`config.mk`:
```
export PLATFORM = sky130hd
export DESIGN_NAME = control_unit
export DESIGN_NICKNAME = d
export VERILOG_FILES = /design/src/rtl/cpu_pkg.sv /design/src/rtl/control_unit.sv
export SDC_FILE = /design/constraint.sdc
export NUM_CORES = 1
export LEC_CHECK = 0
export ABC_AREA = 1
export CORE_MARGIN = 2
export CORE_UTILIZATION = 46
export CTS_CLUSTER_DIAMETER = 120
export DETAILED_ROUTE_END_ITERATION = 10
export PLACE_DENSITY = 0.9
export SLEW_MARGIN = 20
export SYNTH_ARGS = -nofsm -noshare
export SYNTH_HDL_FRONTEND = slang
export SYNTH_SLANG_ARGS = --single-unit
```
`constraint.sdc`:
```
create_clock -name clk -period 1.4 [get_ports clk]
set_input_delay 0.14 -clock clk [delete_from_list [all_inputs] [get_ports clk]]
set_output_delay 0.14 -clock clk [all_outputs]
set_load 0.05 [all_outputs]
```
`src/rtl/cpu_pkg.sv`:
```
// ----------------------------------------------------------------------------
// cpu_pkg
//   Shared definitions for the 8-bit accumulator processor: field widths
//   (shared with the instruction register), opcode values, ALU operation
//   codes and the control-unit state encoding.
//   Helper functions:
//     is_legal_op(op) - 1 when op is one of the defined opcodes
//     alu_sel(op)     - ALU operation used when the accumulator loads for op
// ----------------------------------------------------------------------------
package cpu_pkg;

   localparam int OP_W   = 8;
   localparam int ADDR_W = 8;

   localparam logic [OP_W-1:0] OP_NOP = 8'h00;
   localparam logic [OP_W-1:0] OP_LDA = 8'h01;
   localparam logic [OP_W-1:0] OP_STA = 8'h02;
   localparam logic [OP_W-1:0] OP_ADD = 8'h03;
   localparam logic [OP_W-1:0] OP_SUB = 8'h04;
   localparam logic [OP_W-1:0] OP_JMP = 8'h05;
   localparam logic [OP_W-1:0] OP_JZ  = 8'h06;
   localparam logic [OP_W-1:0] OP_HLT = 8'hFF;

   localparam logic [1:0] ALU_PASS = 2'b00;
   localparam logic [1:0] ALU_ADD  = 2'b01;
   localparam logic [1:0] ALU_SUB  = 2'b10;

   typedef enum logic [3:0] {
      ST_RESET   = 4'd0,
      ST_F_ADDR  = 4'd1,
      ST_F_READ  = 4'd2,
      ST_DECODE  = 4'd3,
      ST_E_ADDR  = 4'd4,
      ST_E_READ  = 4'd5,
      ST_E_WRITE = 4'd6,
      ST_JUMP    = 4'd7,
      ST_HALT    = 4'd8
   } cu_state_e;

   function automatic logic is_legal_op(input logic [OP_W-1:0] op);
      logic legal;
      legal = 1'b0;
      case (op)
         OP_NOP, OP_LDA, OP_STA, OP_ADD, OP_SUB,
         OP_JMP, OP_JZ, OP_HLT: legal = 1'b1;
         default:               legal = 1'b0;
      endcase
      return legal;
   endfunction

   function automatic logic [1:0] alu_sel(input logic [OP_W-1:0] op);
      logic [1:0] sel;
      sel = ALU_PASS;
      case (op)
         OP_ADD:  sel = ALU_ADD;
         OP_SUB:  sel = ALU_SUB;
         default: sel = ALU_PASS;
      endcase
      return sel;
   endfunction

endpackage

```
`src/rtl/control_unit.sv`:
```
// ----------------------------------------------------------------------------
// control_unit
//   Fetch/decode/execute sequencer for the accumulator processor. A single
//   state register drives every strobe; the memory handshake (mem_ready)
//   only qualifies the completing-cycle strobes of the waiting states.
//
//   Ports:
//     clk, rst        clock (rising edge), synchronous active-high reset
//     opcode          IR opcode field (sampled only in DECODE)
//     acc_zero        accumulator == 0 flag (sampled only in DECODE)
//     mem_ready       memory access completes this cycle
//     pc_valid/pc_inc/pc_load        program counter controls
//     ir_load/ir_valid               instruction register controls
//     mar_load                       memory address register capture
//     mem_read/mem_write             memory requests
//     acc_valid/acc_load/alu_op      accumulator controls, ALU select
//     halted                         sticky halt indicator
//     illegal                        one-cycle undefined-opcode pulse
//
//   Handshake: a memory access is requested by holding mem_read or
//   mem_write (with its address/data drivers) for as many cycles as it
//   takes; the access completes in the cycle mem_ready=1 while requested.
//   mem_ready in any other cycle is ignored.
// ----------------------------------------------------------------------------
module control_unit
   import cpu_pkg::*;
(
   input  logic            clk,
   input  logic            rst,
   input  logic [OP_W-1:0] opcode,
   input  logic            acc_zero,
   input  logic            mem_ready,
   output logic            pc_valid,
   output logic            pc_inc,
   output logic            pc_load,
   output logic            ir_load,
   output logic            ir_valid,
   output logic            mar_load,
   output logic            mem_read,
   output logic            mem_write,
   output logic            acc_valid,
   output logic            acc_load,
   output logic [1:0]      alu_op,
   output logic            halted,
   output logic            illegal
);

   cu_state_e       state_q, state_d;
   logic [OP_W-1:0] op_q,    op_d;

   // ---------------------------------------------------------------------
   // State register and opcode latch
   // ---------------------------------------------------------------------
   always_ff @(posedge clk) begin
      if (rst) begin
         state_q <= ST_RESET;
         op_q    <= '0;
      end else begin
         state_q <= state_d;
         op_q    <= op_d;
      end
   end

   // ---------------------------------------------------------------------
   // Next-state logic
   // The JZ decision uses acc_zero in the DECODE cycle itself; the sampled
   // flag is then carried by the choice of JUMP vs F_ADDR, so later flag
   // changes cannot affect the branch.
   // ---------------------------------------------------------------------
   always_comb begin
      state_d = state_q;
      op_d    = op_q;
      case (state_q)
         ST_RESET:  state_d = ST_F_ADDR;
         ST_F_ADDR: state_d = ST_F_READ;
         ST_F_READ: begin
            if (mem_ready) state_d = ST_DECODE;
         end
         ST_DECODE: begin
            op_d = opcode;
            case (opcode)
               OP_LDA, OP_STA, OP_ADD, OP_SUB: state_d = ST_E_ADDR;
               OP_JMP:                         state_d = ST_JUMP;
               OP_JZ:   state_d = acc_zero ? ST_JUMP : ST_F_ADDR;
               OP_HLT:                         state_d = ST_HALT;
               default:                        state_d = ST_F_ADDR;
            endcase
         end
         ST_E_ADDR:  state_d = (op_q == OP_STA) ? ST_E_WRITE : ST_E_READ;
         ST_E_READ: begin
            if (mem_ready) state_d = ST_F_ADDR;
         end
         ST_E_WRITE: begin
            if (mem_ready) state_d = ST_F_ADDR;
         end
         ST_JUMP:    state_d = ST_F_ADDR;
         ST_HALT:    state_d = ST_HALT;
         default:    state_d = ST_RESET;
      endcase
   end

   // ---------------------------------------------------------------------
   // Output decode from the registered state
   // ---------------------------------------------------------------------
   always_comb begin
      pc_valid  = 1'b0;
      pc_inc    = 1'b0;
      pc_load   = 1'b0;
      ir_load   = 1'b0;
      ir_valid  = 1'b0;
      mar_load  = 1'b0;
      mem_read  = 1'b0;
      mem_write = 1'b0;
      acc_valid = 1'b0;
      acc_load  = 1'b0;
      alu_op    = ALU_PASS;
      halted    = 1'b0;
      illegal   = 1'b0;
      case (state_q)
         ST_F_ADDR: begin
            pc_valid = 1'b1;
            mar_load = 1'b1;
         end
         ST_F_READ: begin
            mem_read = 1'b1;
            if (mem_ready) begin
               ir_load = 1'b1;
               pc_inc  = 1'b1;
            end
         end
         ST_DECODE:  illegal = ~is_legal_op(opcode);
         ST_E_ADDR: begin
            ir_valid = 1'b1;
            mar_load = 1'b1;
         end
         ST_E_READ: begin
            mem_read = 1'b1;
            if (mem_ready) begin
               acc_load = 1'b1;
               alu_op   = alu_sel(op_q);
            end
         end
         ST_E_WRITE: begin
            acc_valid = 1'b1;
            mem_write = 1'b1;
         end
         ST_JUMP: begin
            ir_valid = 1'b1;
            pc_load  = 1'b1;
         end
         ST_HALT:    halted = 1'b1;
         default: ;
      endcase
   end

endmodule
```
==> results of run 1 <==
==> Yosys cell counts, types with 2 or more instances <==
library cell / instances / area share
nand2_1: 24 / 0.10
nor2_1: 22 / 0.096
inv_1: 13 / 0.057
dfxtp_1: 12 / 0.28
o21ai_1: 8 / 0.047
a21oi_1: 6 / 0.035
inv_2: 6 / 0.026
nand3_1: 5 / 0.029
nor3_1: 5 / 0.029
nand2_2: 3 / 0.022
nor2_2: 3 / 0.022
o21ai_0: 3 / 0.017
a21oi_2: 2 / 0.020
buf_4: 2 / 0.017
nand4_1: 2 / 0.015
nor4_2: 2 / 0.029
==> what timing repair did <==
item                                   4_1_cts
pin swaps                                    8
endpoints found under the hold margin        0
gates resized for setup                     33
buffers inserted                             6
setup endpoints to repair                   15
==> kinds of logic after synthesis <==
logic type	synth area share
AO/OA/AOI/OAI	0.151
flip-flops	0.279
AND/OR/NAND/NOR	0.451
buffers and inverters	0.118
==> through the flow <==
step | TNS [ns] | worst slack [ns]
after floorplan | -1.49 | -0.410
after global placement | -0.628 | -0.182
after detailed placement | -1.13 | -0.306
after CTS | -1.42 | -0.254
==> flow_summary.toml, run 1 <==
[cts]
cts_root_buf = "clkbuf_4"
cts_buffers = 3
cts_hold_buf = 0
ctsHtreeMaxLevel = 1
clock-sinks = 12
cts_max_path_buffers = 2

[synth]
async_reset_ff_frac = 0
netlist_area_sq_um = 860
synth_warnings = 0
ys.flop_type = "dfxtp_1"
postSynthCellCount = 131
ys_seq_elements = 12
syn_nets = 143
synth_seq_area_share = 0.279
synth_area_per_cell_sq_um = 6.56
synth_edf_count = 0
yosysUniqueCellTypes = 29

[run_status]
status = "did not finish"
stop_stage = "global routing"
tool.error = "[ERROR DPL-0038] Utilization greater than 100%, impossible to legalize"

[placed_design]
dp.cells = 201
placed_cell_area_sq_um = 1480
place.gp.congestion = 0.849
io_buffers = 25
hpwl_mm = 2.22

[die]
start_util = 0.492
die_w_um = 47.2
ios = 26
std_cell_rows = 15
die_height_um = 47.2

[global_route]
grt_max_degree = 12

[timing]
postGrtWorstEndpoint = "illegal"
endpoint_type = "output port"
==> inputs of run 2 (changes only) <==
--- a/config.mk
+++ b/config.mk
@@ -6,11 +6,10 @@
 export NUM_CORES = 1
 export LEC_CHECK = 0
 export ABC_AREA = 1
-export CORE_MARGIN = 2
-export CORE_UTILIZATION = 46
-export CTS_CLUSTER_DIAMETER = 120
+export CORE_AREA = 2 2 63 65
 export DETAILED_ROUTE_END_ITERATION = 10
-export PLACE_DENSITY = 0.9
+export DIE_AREA = 0 0 65 67
+export PLACE_DENSITY_LB_ADDON = 0.15
 export SLEW_MARGIN = 20
 export SYNTH_ARGS = -nofsm -noshare
 export SYNTH_HDL_FRONTEND = slang
==> flow_summary.toml, run 2 <==
[cells_and_area]
fin_cells = 243
top_regs = "op_q (8), state_q (4)"
layout-drive-gt1-share = 0.544
insertedDiodeCount = 0
area_growth_pct = 117
nets = 208
top_register = "op_q"
layout_commonest_cell = "buf_4"
fin_area_sq_um = 1860
largest_register_ffs = 8
layout_common_cells = "buf_4, nand2_1, nor2_1, buf_12, inv_1"
final_util = 0.516

[timing]
final_hold_viol_count = 0
fin_crit_sh = 1.20
finalSetupViolCount = 7
worstMarginPinSlew_ns = 0.280
fin_crit_ns = 1.68
clock_skew_ns = 0.00551
finalWorstSetupSlack_ns = -0.279
rsz0062_at_grt = "true"
drv_slew = 0
max_freq_mhz = 596
slew_headroom = 0.812

[route]
wl_per_cell_um = 11.1
dr_total_vias = 1069
drtAntennaViolNets = 0
dr.pass1.iters = 4
drt_iter0_drc = 10
drt-total-wl_mm = 2.69
viasPerCell = 4.40
route.detailed.drc = 0

[critical_path]
reg2reg_to = "state_q[0]"
crit_path_max_fanout = 2
end_kind = "output pin"
endpoint = "alu_op[0]"
crit_type = "reg -> out"
reg2regPathDepth = 9
crit-reg2reg-launch = "op_q[5]"
r2r_slack_ns = 0.05
crit_required_ns = 1.26
crit_arrival_ns = 1.54
startpoint_type = "register"
critPathLaunch = "state_q[2]"

[cts]
cts_hold_buf = 0
clock-sinks = 12
cts_root_buf = "clkbuf_8"
cts_tree = "done"
clkTransAtPathRegs_ns = 0.05
cts_buffers = 3
cts_max_path_buffers = 2
ctsHtreeMaxLevel = 1
clkLatencyLatePin_ns = 0.24

[worst_hold_path]
min_path_type = "in -> reg"

[synth]
synth_most_common_cell = "nand2_1"
postSynthCellCount = 131
syn_nets = 143
synth_top_family_by_area = "simple AND/OR/NAND/NOR gates"
synth_seq_area_share = 0.279
synth_compound_area_frac = 0.151
synth_warnings = 0
synth_edf_count = 0
synth_mux_area_frac = 0
async_reset_ff_frac = 0
synth_area_per_cell_sq_um = 6.56
synthDominantCellAreaShare = 0.279
ys_top_cells_by_area = "dfxtp_1, nand2_1, nor2_1"
synth_top_area_cell = "dfxtp_1"
synth-simple-area-share = 0.451
synth-xor-area-share = 0
yosysUniqueCellTypes = 29
ys_seq_elements = 12
yosys.area_share.adder = 0
netlist_top_cells_count = "nand2_1, nor2_1, inv_1"
ys.flop_type = "dfxtp_1"
netlist_area_sq_um = 860

[power]
p_per_area_nw_per_um2 = 691
total_power_mw = 1.29
p_leak_nw = 0.874
ir_worst_vdd_mv = 0.445

[die]
std_cell_rows = 22
start_util = 0.238
core-area_sq_um = 3610
die_w_um = 65
ios = 26
die_area_sq_um = 4360
die_height_um = 67

[placed_design]
placed_cell_area_sq_um = 1540
io_buffers = 25
dp.cells = 228
place.gp.congestion = 0.864
hpwl_mm = 2.05

[global_route]
grt_pass1_wl_mm = 4.44
grt_pass1_vias = 1027
grt_max_degree = 12
track_usage = 0.133
grt_antenna_before_repair = 0
grt-ovfl-total = 0

[job]
maxCapViolations = 0

[run_status]
status = "finished, violations left"
violations = "negative setup slack"
==> run 2: cell type report <==
type | instances | area, sq um
clock buffer | 4 | 55.1
fill | 349 | 1740
inverter | 19 | 78.8
multi-input combinational | 97 | 676
sequential | 12 | 255
tap | 48 | 60.1
timing repair buffer | 63 | 737
==> run 2: layer usage <==
layer	global-route usage	part of all wire	vias up
met2	0.251	0.57	21
li1	-	-	548
met5	0	0	-
met3	0.0338	0.037	4
met4	0.0559	0.016	0
met1	0.139	0.38	496
==> run 2: worst min path at each step <==
stage,startpoint,end,cells after the start
floorplan,rst,state_q[1],1
global placement,op_q[7],op_q[7],2
detailed placement,op_q[6],op_q[6],2
CTS,op_q[6],op_q[6],2
global route,opcode[0],op_q[0],4
finish,opcode[5],op_q[5],4
==> run 2: report_power, final <==
group / internal, mW / switching (mW)
Combinational: 0.266 / 0.269
Sequential: 0.364 / 0.0170
Clock: 0.248 / 0.122
Total: 0.878 / 0.408
==> run 2: worst max-delay path: stages, from the launching register on <==
cell	delay [ns]
dfxtp_4	0.37
inv_2	0.05
nor2_4	0.10
nand2_2	0.10
nor2_4	0.12
nand2_4	0.08
nor4_4	0.30
buf_12	0.18
==> run 2: kinds of logic after synthesis <==
kind of cell           Yosys count
flip-flops                      12
AO/OA/AOI/OAI                   22
buffers and inverters           22
AND/OR/NAND/NOR                 75
==> run 2: through the flow <==
step | TNS [ns] | hold WS (ns) | setup WS (ns)
CTS | -1.14 | 0.495 | -0.288
global placement | -0.608 | 0.486 | -0.167
finish | -0.985 | 0.288 | -0.279
detailed placement | -0.703 | 0.493 | -0.195
floorplan | -1.49 | 0.195 | -0.410
global route | -1.64 | 0.321 | -0.376
==> run 2: repair_timing <==
item	CTS	global route
resized for setup	23	34
setup endpoints to repair	15	25
pin swaps	11	12
setup buffers	5	7
No activity file was read; power rests on OpenSTA's default activity.
